$ cat src/rtl/cpu_fetch_unit.sv
`default_nettype none
// +----------------------------------------------------------------------------+
// | Module      : cpu_fetch_unit                                               |
// | Description : Instruction-fetch front end. Gathers BEATS narrow memory     |
// |               beats into one instruction (little-endian), hands it to      |
// |               decode over valid/ready, and flushes on branch redirect.     |
// | Revision    : 1.0 - initial release                                        |
// +----------------------------------------------------------------------------+
module cpu_fetch_unit #(
  parameter int                    INSTR_WIDTH = 16,
  parameter int                    DATA_WIDTH  = 8,
  parameter int                    ADDR_WIDTH  = 8,
  parameter logic [ADDR_WIDTH-1:0] RESET_PC    = '0
) (
  input  logic                   clk,
  input  logic                   reset,
  output logic                   mem_req,
  output logic [ADDR_WIDTH-1:0]  mem_addr,
  input  logic                   mem_ack,
  input  logic [DATA_WIDTH-1:0]  mem_rdata,
  output logic                   instr_valid,
  input  logic                   instr_ready,
  output logic [INSTR_WIDTH-1:0] instr,
  output logic [ADDR_WIDTH-1:0]  instr_pc,
  input  logic                   redirect_valid,
  input  logic [ADDR_WIDTH-1:0]  redirect_pc,
  output logic                   busy
);

  localparam int BEATS  = INSTR_WIDTH / DATA_WIDTH;
  localparam int BEAT_W = (BEATS > 1) ? $clog2(BEATS) : 1;

  localparam logic [BEAT_W-1:0]     LAST_BEAT = BEAT_W'(BEATS - 1);
  localparam logic [BEAT_W-1:0]     BEAT_ONE  = BEAT_W'(1);
  localparam logic [ADDR_WIDTH-1:0] PC_STEP   = ADDR_WIDTH'(BEATS);

  localparam logic [1:0] S_IDLE  = 2'd0;
  localparam logic [1:0] S_FETCH = 2'd1;
  localparam logic [1:0] S_HOLD  = 2'd2;

  logic [1:0]             state_q,    state_d;
  logic [ADDR_WIDTH-1:0]  pc_q,       pc_d;
  logic [BEAT_W-1:0]      beat_q,     beat_d;
  logic [INSTR_WIDTH-1:0] buf_q,      buf_d;
  logic [INSTR_WIDTH-1:0] instr_q,    instr_d;
  logic [ADDR_WIDTH-1:0]  instr_pc_q, instr_pc_d;
  logic                   valid_q,    valid_d;

  // Partial buffer with the current beat's data merged into its slice, so the
  // final beat can be published in the same edge it is acknowledged.
  logic [INSTR_WIDTH-1:0] w_asm;

  // A redirect suppresses the request so no beat is consumed in that cycle.
  assign mem_req     = (state_q == S_FETCH) && !redirect_valid;
  assign mem_addr    = pc_q + ADDR_WIDTH'(beat_q);
  assign busy        = (state_q == S_FETCH);
  assign instr_valid = valid_q;
  assign instr       = instr_q;
  assign instr_pc    = instr_pc_q;

  // Next-state logic: redirect first, then the per-state fetch/hold behaviour.
  always_comb begin
    state_d    = state_q;
    pc_d       = pc_q;
    beat_d     = beat_q;
    buf_d      = buf_q;
    instr_d    = instr_q;
    instr_pc_d = instr_pc_q;
    valid_d    = valid_q;

    w_asm = buf_q;
    w_asm[int'(beat_q) * DATA_WIDTH +: DATA_WIDTH] = mem_rdata;

    if (redirect_valid) begin
      // Flush: any partial instruction is abandoned, pending output withdrawn.
      pc_d    = redirect_pc;
      beat_d  = '0;
      valid_d = 1'b0;
      state_d = S_FETCH;
    end else begin
      case (state_q)
        S_IDLE: begin
          state_d = S_FETCH;
        end
        S_FETCH: begin
          if (mem_ack) begin
            buf_d = w_asm;
            if (beat_q == LAST_BEAT) begin
              instr_d    = w_asm;
              instr_pc_d = pc_q;
              valid_d    = 1'b1;
              pc_d       = pc_q + PC_STEP;
              beat_d     = '0;
              state_d    = S_HOLD;
            end else begin
              beat_d = beat_q + BEAT_ONE;
            end
          end
        end
        S_HOLD: begin
          if (valid_q && instr_ready) begin
            valid_d = 1'b0;
            state_d = S_FETCH;
          end
        end
        default: begin
          state_d = S_IDLE;
        end
      endcase
    end
  end

  // State registers with asynchronous clear to the reset PC.
  always_ff @(posedge clk or negedge reset) begin
    if (!reset) begin
      state_q    <= S_IDLE;
      pc_q       <= RESET_PC;
      beat_q     <= '0;
      buf_q      <= '0;
      instr_q    <= '0;
      instr_pc_q <= RESET_PC;
      valid_q    <= 1'b0;
    end else begin
      state_q    <= state_d;
      pc_q       <= pc_d;
      beat_q     <= beat_d;
      buf_q      <= buf_d;
      instr_q    <= instr_d;
      instr_pc_q <= instr_pc_d;
      valid_q    <= valid_d;
    end
  end

endmodule
`default_nettype wire

$ cat config.mk
export PLATFORM = sky130hd
export DESIGN_NAME = cpu_fetch_unit
export DESIGN_NICKNAME = d
export VERILOG_FILES = /design/src/rtl/cpu_fetch_unit.sv
export SDC_FILE = /design/constraint.sdc
export NUM_CORES = 1
export LEC_CHECK = 0
export BUFFER_PORTS_ARGS = -buffer_cell sky130_fd_sc_hd__buf_2
export CAP_MARGIN = 0
export CORE_ASPECT_RATIO = 0.8
export CORE_MARGIN = 4
export CORE_UTILIZATION = 35
export DETAILED_ROUTE_END_ITERATION = 16
export PLACE_DENSITY = 0.67
export SKIP_CTS_REPAIR_TIMING = 1
export SLEW_MARGIN = 40
export SYNTH_ARGS = -nofsm -noshare
export SYNTH_HDL_FRONTEND = slang
export SYNTH_SLANG_ARGS = --single-unit
$ cat constraint.sdc
create_clock -name clk -period 1.4 [get_ports clk]
set_input_delay 0.07 -clock clk [delete_from_list [all_inputs] [get_ports clk]]
set_output_delay 0.07 -clock clk [all_outputs]
set_load 0.01 [all_outputs]
* After elaboration in Yosys (flattened, before gate mapping)
Cells that the tools add are included.
** Word-level totals
- Logic and storage cells :: 52
- Output and inout bits :: 35
- Register bits after elaboration :: 52
- Input port bits :: 21
** Cells by class
- Mux-type cells :: 19
- Shift operators :: 2
- Reductions and logical operators :: 14
- Bitwise logic cells :: 1
- Equality and inequality tests :: 5
- Add/sub/neg operators :: 4
** Operators by type and width (count)
- 4-bit negation with 33-bit output :: 1
- 8-bit by 33-bit variable shift with 16-bit output, first input constant :: 1
- 8-bit by 33-bit variable part select with 16-bit output :: 1
- 8-bit 2-to-1 mux :: 4
- 16-bit bitwise mux :: 1
- 3-bit AND reduction :: 3
- 8-bit by 1-bit adder with 8-bit output :: 1
- 8-bit by 2-bit adder with 8-bit output, second input constant :: 1
- 1-bit 2-to-1 mux :: 8
- 2-bit 2-to-1 mux :: 4
- 4-bit AND reduction :: 2
- 3-bit inequality test, second input constant :: 2
- 2-bit one-hot mux with 3 select lines :: 1
- 2-bit nonzero test :: 3
- 3-bit by 2-bit inequality test with 1-bit output, second input constant :: 1
- 3-bit nonzero test :: 1
- 2-bit by 1-bit == test with 1-bit output, second input constant :: 1
- 2-bit == test, second input constant :: 1
- 1-bit logical AND :: 2
- 2-bit logical NOT :: 1
- 1-bit one-hot mux with 2 select lines :: 1
- 2-bit AND reduction :: 1
- 1-bit adder, second input constant :: 1
- 1-bit logical NOT :: 1
- 1-bit inverter :: 1

* Depth between registers and ports, before layout
Gate-level depths: netlist of run 1.
- Word-level depth :: 5
- Gate-level depth with buffers :: 5
- Mapped depth without buffers :: 4

* Worst setup path after synthesis of run 1
No wires, ideal clock.
- Path type :: flip-flop to flip-flop
- Start :: reg state_q[1]
- End :: reg instr_q[10], in the netlist instr[10]
- Stages on the path, launching flop included :: 5
- Path buffers :: 1
- Slack :: -93 ps
- Library setup time :: 125 ps
- Period minus slack after synthesis :: 1493 ps
- Data arrival time :: 1367 ps
- Path through :: dfrtp_1 > nand4bb_4 > or2_4 > buf_6 > mux2_4
** Between the ends
- Longest elaborated chain between the ends :: 2
** Ends and longest elaborated chain
- start, declared :: RTL line 41 : logic [1:0] state_q, state_d;
- start signal, assigned :: RTL line 124 : state_q <= state_d;
- 2-bit by 1-bit == test with 1-bit output :: RTL line 81 : case (state_q)
- 4-bit AND reduction (no source line)
- end signal, assigned :: RTL line 128 : instr_q <= instr_d;
- end, declared :: RTL line 45 : logic [INSTR_WIDTH-1:0] instr_q, instr_d;
No other way between the ends.
A chain may end at the register's enable or synchronous reset.

* Worst setup path in the final report of run 1
- Start :: reg pc_q[0]
- End :: out mem_addr[4]
** Between the ends
- Longest elaborated chain between the ends :: 1
** Ends and longest elaborated chain
- start, declared :: RTL line 42 : logic [ADDR_WIDTH-1:0] pc_q, pc_d;
- start signal, assigned :: RTL line 125 : pc_q <= pc_d;
- 8-bit by 1-bit adder with 8-bit output :: RTL line 55 : assign mem_addr = pc_q + ADDR_WIDTH'(beat_q);
- end, declared :: RTL line 18 : output logic [ADDR_WIDTH-1:0] mem_addr,
No other way between the ends.

==> flow_summary.yaml, run 1 <==
sta:
  finalSetupViolCount: 40
  tns_ps: -3350
  max_slew.worst_pin.slew_ps: 481
  slew_violations: 0
  hold-worst-slack_ps: -14.0
  min_period_ps: 1530
  fmax_mhz: 652
  fin_skew_ps: 4.10
  rsz0062_at_grt: "true"
  relSlewSlack: 0.679
  hold_viol: 2
  finalWorstSetupSlack_ps: -133
  min_period_over_period: 1.10
grt:
  use_met1: 0.171
  gr-max-usage-layer: "met2"
  grt_pass1_wl_um: 7480
  antenna_found_initial: 0
  track_usage: 0.132
  grt_max_degree: 27
  grt_pass1_vias: 1510
  grt_overflow_total: 0
  grt_use_met2: 0.213
  grt_util_met3: 0.0339
placed_design:
  placed_cells: 300
  place.gp.congestion: 0.768
  post-dp-hpwl_um: 3410
  io_buffers: 55
critical_path:
  worstReg2RegStart: "state_q[1]"
  reg2reg_to: "buf_q[5]"
  slowest_stage: "dfrtp_1"
  cp-endpoint: "mem_addr[4]"
  crit_path_frequent_cell: "ha_4"
  critPathMaxFanout: 3
  timing.reg2reg.setup_slack_ps: -130
  cp_data_arrival_time_ps: 1460
  required_ps: 1330
  crit_chain: "ha_4 -> ha_4 -> nand3_1 -> xnor2_1 -> buf_2"
  cp-start-kind: "register"
  end_kind: "primary output"
  rr_worst_depth: 5
  max_stage_delay_ps: 400
  crit_type: "register to primary output"
  setup.worst_path.start: "pc_q[0]"
outcome:
  status: "finished with violations"
  violations: "negative hold slack, negative setup slack"
routing:
  vias: 1535
  drc: 0
  drt-pass1-iter-count: 4
  detail_route.vias_per_cell: 4.83
  initialDrtViolationCount: 49
  wl_per_cell_um: 15.7
  drtAntennaViolNets: 0
  finalWirelength_um: 5010
logic_synthesis:
  synth-seq-cells: 44
  synth.avg_cell_area_um2: 13.5
  yosysUniqueCellTypes: 40
  yosys_warnings: 0
  async_flop_share: 1.00
  syn_area_mm2: 0.00212
  syn_inst: 157
  synth_edf_count: 0
  yosys_most_used_dff: "dfrtp_1"
  yosysSeqAreaShare: 0.519
  synth_fp_nets: 181
power:
  peakVddDrop_mv: 0.455
  clkPwrFrac: 0.213
  combPwrFrac: 0.370
  p_sw_mw: 1.45
  leakage_nw: 1.43
  p_sw_frac: 0.299
  p_seq_frac: 0.417
  p_per_area_mw_per_mm2: 1660
  intPower_mw: 3.39
cts:
  clock-sinks: 44
  cts_tree: "yes"
  insertion_delay_ps: 300
  ctsLongestPathBuffers: 2
  clk_pin_slew_ps: 80
  cts.htree.levels: 2
  numCtsBuffers: 5
  cts_root_buf: "clkbuf_8"
worst_hold_path:
  hold_path_class: "input pin to register"
  hold_depth: 3
job:
  max_cap_violations: 0
layout:
  drive_above_1_share: 0.574
  antennaDiodeCount: 0
  syn_to_final_growth_pct: 37.6
  post-route-util: 0.494
  nets: 260
  fin_cells: 318
floorplan:
  initial_core_util: 0.359
  die_x_um: 95.1
  io_pins: 56
  fp-row-count: 25
  die_area_mm2: 0.00738
  die_y_um: 77.7
  coreArea_mm2: 0.00591
[per-layer routing]
layer,share of wire,up-vias
li1,-,724
met1,0.46,763
met2,0.47,43
met3,0.054,5
met4,0.012,0
met5,0,-
[power by group through the flow]
| stage | Combinational (mW) | Clock, mW | Sequential (mW) |
|---|---|---|---|
| global route | 1.93 | 1.13 | 2.08 |
| floorplan | 0.823 | 0 | 2.16 |
| finish | 1.79 | 1.03 | 2.02 |
| detailed placement | 1.65 | 0 | 2.03 |
| CTS | 1.65 | 1.07 | 2.01 |
| global placement | 1.62 | 0 | 2.01 |
[worst min path at each step]
stage / from / endpoint
6_report: redirect_pc[2] / pc_q[2]
5_1_grt: redirect_pc[2] / pc_q[2]
4_1_cts: reset / instr[6]
3_5_place_dp: reset / instr[6]
3_3_place_gp: reset / instr[14]
2_1_floorplan: reset / beat_q
[cells by family (layout without fill, tap and decap cells)]
family	count (synthesis)	after routing	synth area share
flops	44	44	0.519
xor+xnor	8	8	0.0330
mux	34	34	0.222
fa+ha+maj	3	3	0.0177
buf+inv	12	90	0.0336
compound gates	17	17	0.0601
simple gates	39	41	0.115
[registers in the layout, indices dropped and copies added (netlist names)]
| signal | flops |
|---|---|
| instr_pc | 8 |
| pc_q | 8 |
| instr | 16 |
| instr_valid | 1 |
| buf_q | 8 |
| state_q | 2 |
| beat_q | 1 |
[area by class of cell]
class	instances	area, um2
repair buffers	81	526
well taps	81	101
clock inverters	2	38.8
clock buffers	6	82.6
fillers	534	2990
inverters	1	3.75
multi-input cells	103	1070
flip-flops and latches	44	1100
[placed cells by master, fill, tap and decap left out, types with 4 or more instances in the layout]
master and count:
buf_2 55, dfrtp_1 44, mux2_4 32, buf_4 15, nand2_1 8, clkbuf_8 6
buf_6 6, xnor2_1 5, nand3_1 5, nor2b_1 4
[synthesized netlist by cell type, drive strengths merged (2+ instances only)]
cell	count	area share
nor3	2	0.0047
or2	2	0.0071
nand4	3	0.0088
clkbuf	4	0.0071
buf	7	0.025
o21ai	4	0.0094
o311ai	2	0.012
xnor2	7	0.029
a21oi	3	0.0071
nand3	6	0.014
nand2b	3	0.0088
ha	3	0.018
dfrtp	44	0.52
nor2	3	0.0065
a41o	2	0.0094
mux2	33	0.22
nor2b	5	0.015
a211oi	2	0.0071
nand2	8	0.014
[worst max-delay path: cells and delay by family (launching register included)]
kind | cells | cell delay (ps)
xor gates and xnor gates | 1 | 200
adders and majority gates | 2 | 320
buffers and inverters | 1 | 160
DFF | 1 | 400
and+or+nand+nor | 1 | 90
[per-stage QoR]
step / total power, mW / hold slack [ps] / worst slack [ps] / cell area, um2
floorplan: 2.98 / -226 / -61.7 / 2120
global placement: 3.63 / 56.4 / -48.9 / 2590
detailed placement: 3.68 / 56.8 / -97.1 / 2590
CTS: 4.73 / -272 / -252 / 2710
global route: 5.14 / 3.30 / -220 / 2920
finish: 4.84 / -14.0 / -133 / 2920
Note: power is estimated with default switching activity, not from simulation.
==> run 2: changes to the inputs <==
- RECOVER_POWER: default -> 50
==> run 2 against run 1 <==
Net effect: the flow still finishes with violations (negative hold slack, negative setup slack); register-to-register slack is essentially flat; clock-buffer cell count unchanged; fmax is essentially flat; sequential share of layout area rose by 0.16 points; worst hold slack about the same; power about the same; global-route usage unchanged; critical path type unchanged.
==> flow_summary.yaml, run 2 (same netlist as run 1, synthesis figures left out) <==
floorplan:
  io_pins: 56
  die_y_um: 77.7
  fp-row-count: 25
  initial_core_util: 0.359
  die_area_mm2: 0.00738
  coreArea_mm2: 0.00591
  die_x_um: 95.1
power:
  p_per_area_mw_per_mm2: 1660
  leakage_nw: 1.42
  peakVddDrop_mv: 0.456
grt:
  grt_max_degree: 27
  grt_overflow_total: 0
  track_usage: 0.132
  grt_pass1_wl_um: 7480
  grt_pass1_vias: 1510
  antenna_found_initial: 0
job:
  max_cap_violations: 0
critical_path:
  critPathMaxFanout: 3
  rr_worst_depth: 5
  reg2reg_to: "buf_q[5]"
  cp_top_family: "flip-flops"
  cp_num_buf_inv: 1
  timing.reg2reg.setup_slack_ps: -130
  max_stage_delay_ps: 400
  cp_data_arrival_time_ps: 1460
  required_ps: 1330
  crit_path_frequent_cell: "ha_4"
  end_kind: "primary output"
  path_depth: 5
  crit_chain: "ha_4 -> ha_4 -> nand3_1 -> xnor2_1 -> buf_2"
  slowest_stage: "dfrtp_1"
  worstReg2RegStart: "state_q[1]"
  crit_type: "register to primary output"
  cp-start-kind: "register"
placed_design:
  io_buffers: 55
  post-dp-hpwl_um: 3410
  place_area_mm2: 0.00259
  place.gp.congestion: 0.768
layout:
  multiInputGateArea_mm2: 0.00107
  final_cell_mix: "buf_2 (54), dfrtp_1 (44), mux2_4 (32)"
  layout_commonest_cell: "buf_2"
  fin_area_mm2: 0.00291
  drive_above_1_share: 0.574
  largest_reg_flops: 16
  nets: 260
  fillCellCount: 534
  antennaDiodeCount: 0
  post-route-util: 0.492
  regArea_mm2: 0.00110
  syn_to_final_growth_pct: 37.0
worst_hold_path:
  hold_depth: 3
  hold-path-endpoint: "pc_q[2]"
  hold_path_class: "input pin to register"
  worstHoldStart: "redirect_pc[2]"
sta:
  relSlewSlack: 0.669
  fmax_mhz: 652
  max_slew.worst_pin.slew_ps: 496
  fin_skew_ps: 4.05
  min_period_ps: 1530
  finalSetupViolCount: 40
  slew_violations: 0
  finalWorstSetupSlack_ps: -134
  hold_viol: 2
  rsz0062_at_grt: "true"
  min_period_over_period: 1.10
  hold-worst-slack_ps: -14.1
cts:
  ctsLongestPathBuffers: 2
  cts_root_buf: "clkbuf_8"
  numCtsBuffers: 5
  cts.htree.levels: 2
  cts_tree: "yes"
  clk_pin_slew_ps: 90
  insertion_delay_ps: 300
  clock-sinks: 44
routing:
  wl_per_cell_um: 15.8
  vias: 1539
  drc: 0
  drtAntennaViolNets: 0
  finalWirelength_um: 5010
  detail_route.vias_per_cell: 4.84
  drt-pass1-iter-count: 4
  initialDrtViolationCount: 50
outcome:
  status: "finished with violations"
  violations: "negative hold slack, negative setup slack"
[run 2: cell count changes in the layout (fill, tap and decap cells not counted), sizes merged]
cell	before	now
clkbuf	6	8
buf	78	76
[run 2: routing by layer]
| layer | global-route usage | part of all wire | up-vias |
|---|---|---|---|
| met5 | 0 | 0 | - |
| met3 | 0.0339 | 0.055 | 5 |
| met4 | 0.0432 | 0.012 | 0 |
| met2 | 0.213 | 0.47 | 47 |
| met1 | 0.171 | 0.46 | 764 |
| li1 | - | - | 723 |
[run 2: power by group]
part	switching (mW)	leakage [nW]	total, mW	internal (mW)
Sequential	0.290	0.528	2.02	1.73
Clock	0.450	0.0614	1.03	0.584
Combinational	0.708	0.833	1.78	1.07
[run 2: cell type report]
class,count,share of cell area
inverters,1,0.00129
clock buffers,6,0.0284
multi-input cells,103,0.367
flip-flops and latches,44,0.378
clock inverters,2,0.0133
repair buffers,81,0.176
well taps,81,0.0348
[run 2: worst max-delay path by stage]
stage                        to  slack [ps]        from
floorplan             instr[10]         -60  state_q[1]
global placement    instr_pc[6]         -50  state_q[1]
detailed placement     instr[3]        -100  state_q[1]
CTS                 mem_addr[4]        -250      beat_q
global route        mem_addr[4]        -220     pc_q[0]
finish              mem_addr[4]        -130     pc_q[0]
[run 2: per-stage QoR]
step | setup TNS [ps] | std cells | power, mW | setup slack [ps]
after floorplan | -1320 | 157 | 2.98 | -61.7
after global placement | -1240 | 300 | 3.63 | -48.9
after detailed placement | -2860 | 300 | 3.68 | -97.1
after CTS | -4740 | 308 | 4.73 | -252
after global routing | -5480 | 318 | 5.13 | -220
final | -3350 | 318 | 4.83 | -134
[run 2: tightest hold or removal path, stage by stage]
cell and delay [ps]:
buf_2 80, nand2_1 40, o21ai_1 60
